$ cat config.mk
export PLATFORM = sky130hd
export DESIGN_NAME = pack_serializer
export DESIGN_NICKNAME = d
export VERILOG_FILES = /design/src/rtl/pack_ser_pkg.sv /design/src/rtl/pack_code.sv /design/src/rtl/pack_serializer.sv
export SDC_FILE = /design/constraint.sdc
export NUM_CORES = 1
export LEC_CHECK = 0
export CORE_MARGIN = 8
export CORE_UTILIZATION = 48
export CTS_CLUSTER_SIZE = 25
export DETAILED_ROUTE_END_ITERATION = 6
export PLACE_DENSITY = 0.88
export SYNTH_ARGS = -nofsm -noshare
export SYNTH_HDL_FRONTEND = slang
export SYNTH_SLANG_ARGS = --single-unit
$ cat constraint.sdc
create_clock -name clk -period 2.5 [get_ports clk]
set_clock_uncertainty 0.1 [all_clocks]
set_input_delay 0.25 -clock clk [delete_from_list [all_inputs] [get_ports clk]]
set_output_delay 0.25 -clock clk [all_outputs]
set_load 0.01 [all_outputs]
$ cat src/rtl/pack_ser_pkg.sv
// Shared encodings and widths for the pack_serializer block.
// PACK_SER_PARITY_EN adds the PARITY state to the FSM encoding.
package pack_ser_pkg;

  localparam int CODE_W = 8;
  localparam int OPND_W = 3;

  localparam logic MODE_XY8  = 1'b0;
  localparam logic MODE_YX16 = 1'b1;

  typedef enum logic [1:0] {
    ST_IDLE   = 2'd0,
    ST_SHIFT  = 2'd1,
`ifdef PACK_SER_PARITY_EN
    ST_PARITY = 2'd2,
`endif
    ST_DONE   = 2'd3
  } state_t;

endpackage

$ cat src/rtl/pack_code.sv
// Combinational operand packer: mode 0 gives 8*x+y, mode 1 gives x+16*y.
// Both forms are pure bit placement, so no carries and no overflow.
module pack_code
  import pack_ser_pkg::*;
(
  input  logic              mode,
  input  logic [OPND_W-1:0] x,
  input  logic [OPND_W-1:0] y,
  output logic [CODE_W-1:0] code
);

  always_comb begin
    code = '0;
    if (mode == MODE_XY8) begin
      code = {2'b00, x, y};
    end else begin
      code = {1'b0, y, 1'b0, x};
    end
  end

endmodule

$ cat src/rtl/pack_serializer.sv
// Packs an operand pair into an 8-bit code and shifts it out LSB first, each bit held BIT_CYCLES clocks.
// Define PACK_SER_PARITY_EN to append an even-parity bit after bit 7.
module pack_serializer
  import pack_ser_pkg::*;
#(
  parameter int unsigned BIT_CYCLES = 1
) (
  input  logic              clk,
  input  logic              rst_n,
  input  logic              in_valid,
  output logic              in_ready,
  input  logic              mode,
  input  logic [OPND_W-1:0] x,
  input  logic [OPND_W-1:0] y,
  output logic [CODE_W-1:0] code,
  output logic              ser_out,
  output logic              ser_valid,
  output logic              frame_start,
  output logic              done
);

  localparam logic [3:0] LAST_CYC = 4'(BIT_CYCLES - 1);

  state_t              state;
  logic [2:0]          bit_idx;
  logic [2:0]          next_idx;
  logic [3:0]          cyc_cnt;
  logic [CODE_W-1:0]   pack_val;

  pack_code u_pack_code (
    .mode (mode),
    .x    (x),
    .y    (y),
    .code (pack_val)
  );

  assign next_idx = bit_idx + 3'd1;

  always_ff @(posedge clk) begin
    if (!rst_n) begin
      state       <= ST_IDLE;
      code        <= '0;
      ser_out     <= 1'b0;
      ser_valid   <= 1'b0;
      frame_start <= 1'b0;
      done        <= 1'b0;
      in_ready    <= 1'b1;
      bit_idx     <= '0;
      cyc_cnt     <= '0;
    end else begin
      frame_start <= 1'b0;
      done        <= 1'b0;
      case (state)
        ST_IDLE: begin
          if (in_valid) begin
            // Drive bit 0 straight from the packer so it appears on the next cycle.
            code        <= pack_val;
            ser_out     <= pack_val[0];
            ser_valid   <= 1'b1;
            frame_start <= 1'b1;
            in_ready    <= 1'b0;
            bit_idx     <= '0;
            cyc_cnt     <= '0;
            state       <= ST_SHIFT;
          end
        end
        ST_SHIFT: begin
          if (cyc_cnt == LAST_CYC) begin
            cyc_cnt <= '0;
            if (bit_idx == 3'd7) begin
`ifdef PACK_SER_PARITY_EN
              ser_out <= ^code;
              state   <= ST_PARITY;
`else
              ser_out   <= 1'b0;
              ser_valid <= 1'b0;
              done      <= 1'b1;
              state     <= ST_DONE;
`endif
            end else begin
              bit_idx <= next_idx;
              ser_out <= code[next_idx];
            end
          end else begin
            cyc_cnt <= cyc_cnt + 4'd1;
          end
        end
`ifdef PACK_SER_PARITY_EN
        ST_PARITY: begin
          if (cyc_cnt == LAST_CYC) begin
            cyc_cnt   <= '0;
            ser_out   <= 1'b0;
            ser_valid <= 1'b0;
            done      <= 1'b1;
            state     <= ST_DONE;
          end else begin
            cyc_cnt <= cyc_cnt + 4'd1;
          end
        end
`endif
        ST_DONE: begin
          in_ready <= 1'b1;
          bit_idx  <= '0;
          state    <= ST_IDLE;
        end
        default: begin
          ser_out   <= 1'b0;
          ser_valid <= 1'b0;
          in_ready  <= 1'b1;
          state     <= ST_IDLE;
        end
      endcase
    end
  end

endmodule

# After elaboration in Yosys (flattened, before gate mapping)

Cells that the tools add are included.

Bits in writable memories: 0
Output and inout bits: 13
Input bits: 10
Latch bits: 0
Bits in registers: 22
Word-level logic and storage cells: 60
Memories: 0
Bits in read-only memories: 0

Bitwise operators: 2
Shifts and indexed selects: 0
Reduce and logical (&&, ||, !) cells: 13
Order comparisons: 1
Multiply operators: 0
Equality and inequality tests: 7
Divide/modulo/power cells: 0
Mux-type cells: 26
Add/sub/neg operators: 2

Operators with widths:

| cell                                                                   | count |
|---|---|
| 1-bit two-way mux                                                      | 10 |
| 3-bit two-way mux                                                      | 3 |
| 3-bit one-hot mux with 3 select lines                                  | 1 |
| 3-bit AND reduction                                                    | 3 |
| 4-bit two-way mux                                                      | 2 |
| 2-bit != test (second input constant)                                  | 4 |
| 4-bit one-hot mux with 2 select lines                                  | 1 |
| 2-bit AND reduction                                                    | 4 |
| 4-bit AND reduction                                                    | 2 |
| 7-bit two-way mux                                                      | 1 |
| 2-bit two-way mux                                                      | 3 |
| 1-bit one-hot mux with 3 select lines                                  | 2 |
| 4-bit by 1-bit adder with 4-bit output (second input constant)         | 1 |
| 4-bit logical NOT                                                      | 1 |
| 3-bit by 4-bit < comparator with 1-bit output (second input constant)  | 1 |
| 2-bit one-hot mux with 2 select lines                                  | 1 |
| 3-bit by 1-bit adder with 3-bit output (second input constant)         | 1 |
| 1-bit binary-select mux with 3-bit select                              | 1 |
| 3-bit equality test (second input constant)                            | 1 |
| 3-bit nonzero test                                                     | 1 |
| 2-bit by 1-bit equality test with 1-bit output (second input constant) | 1 |
| 2-bit equality test (second input constant)                            | 1 |
| 2-bit logical NOT                                                      | 1 |
| 1-bit NOT                                                              | 2 |
| 2 further kinds                                                        | 2 |

# Longest topological paths before layout

Word-level depth: 6
Gate-level depth with buffers: 6
Mapped depth without buffers: 6

# Cells and area by module

A second synthesis with hierarchy kept.

Cells, all modules: 116
Area total of the unflattened synthesis: 1109.8 um2

By module, submodules not included:

| module          | sequential area each (um2) | area each (um2) | times used | cells an instance |
|---|---|---|---|---|
| pack_serializer | 440.4                      | 996.0           | 1          | 106 |
| pack_code       | 0.0                        | 113.9           | 1          | 10 |

# Worst setup path before layout

OpenSTA, ideal clock, no wires.

Path kind: flip-flop to flip-flop
Start: register bit_idx[0]
End: register ser_out
Clock period less this slack: 1.819 ns
Cell stages (with the launch flop): 6
Setup time: 0.120 ns
Data arrival time: 1.599 ns
Data required time: 2.280 ns
Path buffers: 0
Slack: 0.681 ns
Path through: dfxtp_1 > ha_1 > mux4_2 > nor2_1 > nor4_1 > o31a_1

Word-level cells in the longest chain between the ends: 6
Elaborated cells between the ends (all ways): 7
Classes of those cells: add/sub (1); eq/ne (1); mux (5)

RTL lines:

| item                                      | line                  | RTL |
|---|---|---|
| start: declaration                        | pack_serializer.sv:25 | `logic [2:0] bit_idx;` |
| start signal: assignment                  | pack_serializer.sv:81 | `bit_idx <= next_idx;` |
| 3-bit by 1-bit adder with 3-bit output    | pack_serializer.sv:37 | `assign next_idx = bit_idx + 3'd1;` |
| 1-bit binary-select mux with 3-bit select | pack_serializer.sv:82 | `ser_out <= code[next_idx];` |
| 1-bit two-way mux (implied by the code)   | pack_serializer.sv:82 |  |
| 1-bit two-way mux *                       | pack_serializer.sv:70 | `if (bit_idx == 3'd7) begin` |
| 1-bit two-way mux *                       | pack_serializer.sv:68 | `if (cyc_cnt == LAST_CYC) begin` |
| 1-bit one-hot mux with 3 select lines *   | pack_serializer.sv:53 | `case (state)` |
| end signal: assignment                    | pack_serializer.sv:58 | `ser_out <= pack_val[0];` |
| end signal: assignment                    | pack_serializer.sv:82 |  |
| end: declaration                          | pack_serializer.sv:16 | `output logic ser_out,` |

Mark *: on every way between the ends. The rest lies on a longest branch, timed or not. The select of a mux whose other input is x is not followed.
A chain may end at the register's enable or synchronous reset.

# Final worst setup path

Same ends and word-level chain as after synthesis.

==> impl_metrics.toml <==
[clock_network]
insertion_delay_ns = 0.30
cts_root_buf = "clkbuf_4"
clkTransAtPathRegs_ns = 0.12
cts_resized = 0
clk_path_buf_depth = 2
cts_made_buffers = 3
cts_setup_buffers = 0
cts_num_sinks = 21
cts_tree = "done"
htreeDepth = 1
ctsHoldBuffers = 0

[synth]
syn_nets = 126
synth_top_area_cell = "dfxtp_1"
ys_async_sr_fraction_pct = 0
ys_types = 32
ys_top_cells_by_area = "dfxtp_1, nor2_1, a211oi_1"
syn_avg_cell_area_um2 = 8.87
synth_flop_cell = "dfxtp_1"
synth_warnings = 0
synth-seq-cells = 21
netlist_area_um2 = 993
ys_seq_area_share_pct = 42.3
synth_edf_count = 0
synthCells = 112
synth_top_cell_area_share_pct = 42.3

[route]
finalWirelength_um = 2270
wl_per_cell_um = 14.2
vias_per_cell = 5.40
first_pass_iters = 4
drtIter0Drc = 20
antenna_left = 0
drc = 0
routed-via-count = 864

[worst_setup_path]
critical_path.max_fanout = 6
worstPathArrival_ns = 2.06
critPathLaunchType = "register"
required_ns = 2.60
critPathKind = "register to register"
cp-end-kind = "register"

[power_and_ir_drop]
power_frac_comb_pct = 18.4
p_int_uw = 478
power_switching_uw = 170
vdd_drop_max_v = 0.000544
power.density_nw_per_um2 = 521
swShare_pct = 26.2
leakagePower_uw = 0.000461
p_seq_share_pct = 56.7
p_clk_share_pct = 24.8

[floorplanning]
die_h_um = 61.5
die_area_um2 = 3780
rows = 16
ios = 23
die_w_um = 61.5
core-area_um2 = 1960
start_util_pct = 50.6

[grt]
antenna_found_initial = 0
grt_pass1_vias = 903
grt-ovfl-total = 0
grt_pass1_wl_um = 3830
grt_usage_pct = 13.4
grt_max_degree = 18

[final_layout]
diodes = 0
fill_cells = 185
finalNonFillerCells = 160
fin_area_um2 = 1240
fin_nets = 148
areaGrowthSynthToFinish_pct = 25.2
final_layout_size_suffix_gt1_share_pct = 5.26

[timing]
final_hold_viol_count = 0
layout_setup_ws_ns = 0.548
rsz0062_at_grt = "no"
period_share_pct = 78.1
period_needed_ns = 1.95
fmax_mhz = 512
setup-violations-final = 0
tns_ns = 0
timing.final.max_slew_violations = 0

[placement]
place_inst = 156
place.gp.congestion = 0.836
post-place-ws_ns = 0.554
port_buffers = 21
dp_hpwl_um = 1710
placed_area_um2 = 1220

[run]
cap_violations = 0

[outcome]
status = "completed"

[hold_path]
hp-class = "register to register"
-- cells by family after synthesis --
kind of cell,Yosys count,synth area share (%)
and+or+nand+nor,41,21.7
muxes,7,8.44
other,1,0.377
DFF,21,42.3
buffers and inverters,11,5.04
AOI/OAI and AO/OA,27,17.1
adders and majority gates,4,5.04
-- cell usage after synthesis (2+ instances only) --
master	number
mux2i_1	5
nand3_1	3
nand2_1	3
ha_1	4
nor3b_1	2
nand2b_1	4
inv_1	5
a211oi_1	7
dfxtp_1	21
nor2_1	21
a21oi_1	8
nor2b_1	2
o21ai_0	7
buf_4	2
-- cell type report --
cell class / instances / area [µm²] / area share (%)
Inverter: 6 / 22.5 / 1.81
Multi-Input combinational cell: 80 / 523 / 42.1
Sequential cell: 21 / 420 / 33.8
Tap cell: 27 / 33.8 / 2.72
Clock buffer: 4 / 26.3 / 2.11
Timing Repair Buffer: 22 / 218 / 17.5
-- state kept, by name, summed over array words and instances (netlist names) --
| name | cells |
|---|---|
| code | 7 |
| cyc_cnt | 4 |
| bit_idx | 3 |
| state | 2 |
| done | 1 |
| frame_start | 1 |
| in_ready | 1 |
| ser_out | 1 |
| ser_valid | 1 |
-- critical path, stage by stage, from the launching register on --
cell and delay [ns]:
dfxtp_1 0.38, ha_1 0.39, mux4_2 0.53, nor2_1 0.11, nor4_1 0.06, o31a_1 0.29
-- placed cells by master (no fill, tap or decap), drive strengths merged, types with 5 or more instances in the layout --
cell type	count
o21ai	7
dfxtp	21
mux2i	5
nor2	21
inv	5
a21oi	8
clkdlybuf4s50	21
a211oi	7
-- metrics by stage --
| stage | utilization [%] | power (µW) | hold slack [ns] |
|---|---|---|---|
| 2_1_floorplan | - | 439 | 0.226 |
| 3_3_place_gp | 62.1 | 489 | 0.372 |
| 3_5_place_dp | 62.1 | 494 | 0.378 |
| 5_1_grt | 63.4 | 682 | 0.425 |
| 4_1_cts | 63.4 | 651 | 0.395 |
| 6_report | 63.4 | 648 | 0.392 |
-- power by group through the flow --
stage / sequential (µW) / combinational, µW / clock (µW)
2_1_floorplan: 375 / 64.6 / 0
3_3_place_gp: 374 / 116 / 0
3_5_place_dp: 375 / 119 / 0
4_1_cts: 368 / 120 / 163
5_1_grt: 370 / 131 / 181
6_report: 368 / 120 / 161
-- layer usage --
layer	vias up	wire [µm]	global-route usage, %
li1	436	-	-
met1	399	969	13.7
met2	27	1120	24.7
met3	2	167	6.05
met4	0	10	2.27
met5	-	0	0
-- path summary, 6_finish.rpt --
path              start    endpoint  slack, ns  cells after the start
min          bit_idx[1]  bit_idx[1]       0.39                      2
max reg2reg  bit_idx[0]     ser_out       0.55                      5
min reg2reg  bit_idx[1]  bit_idx[1]       0.39                      2
max          bit_idx[0]     ser_out       0.55                      5
(Power assumes the default switching activity.)
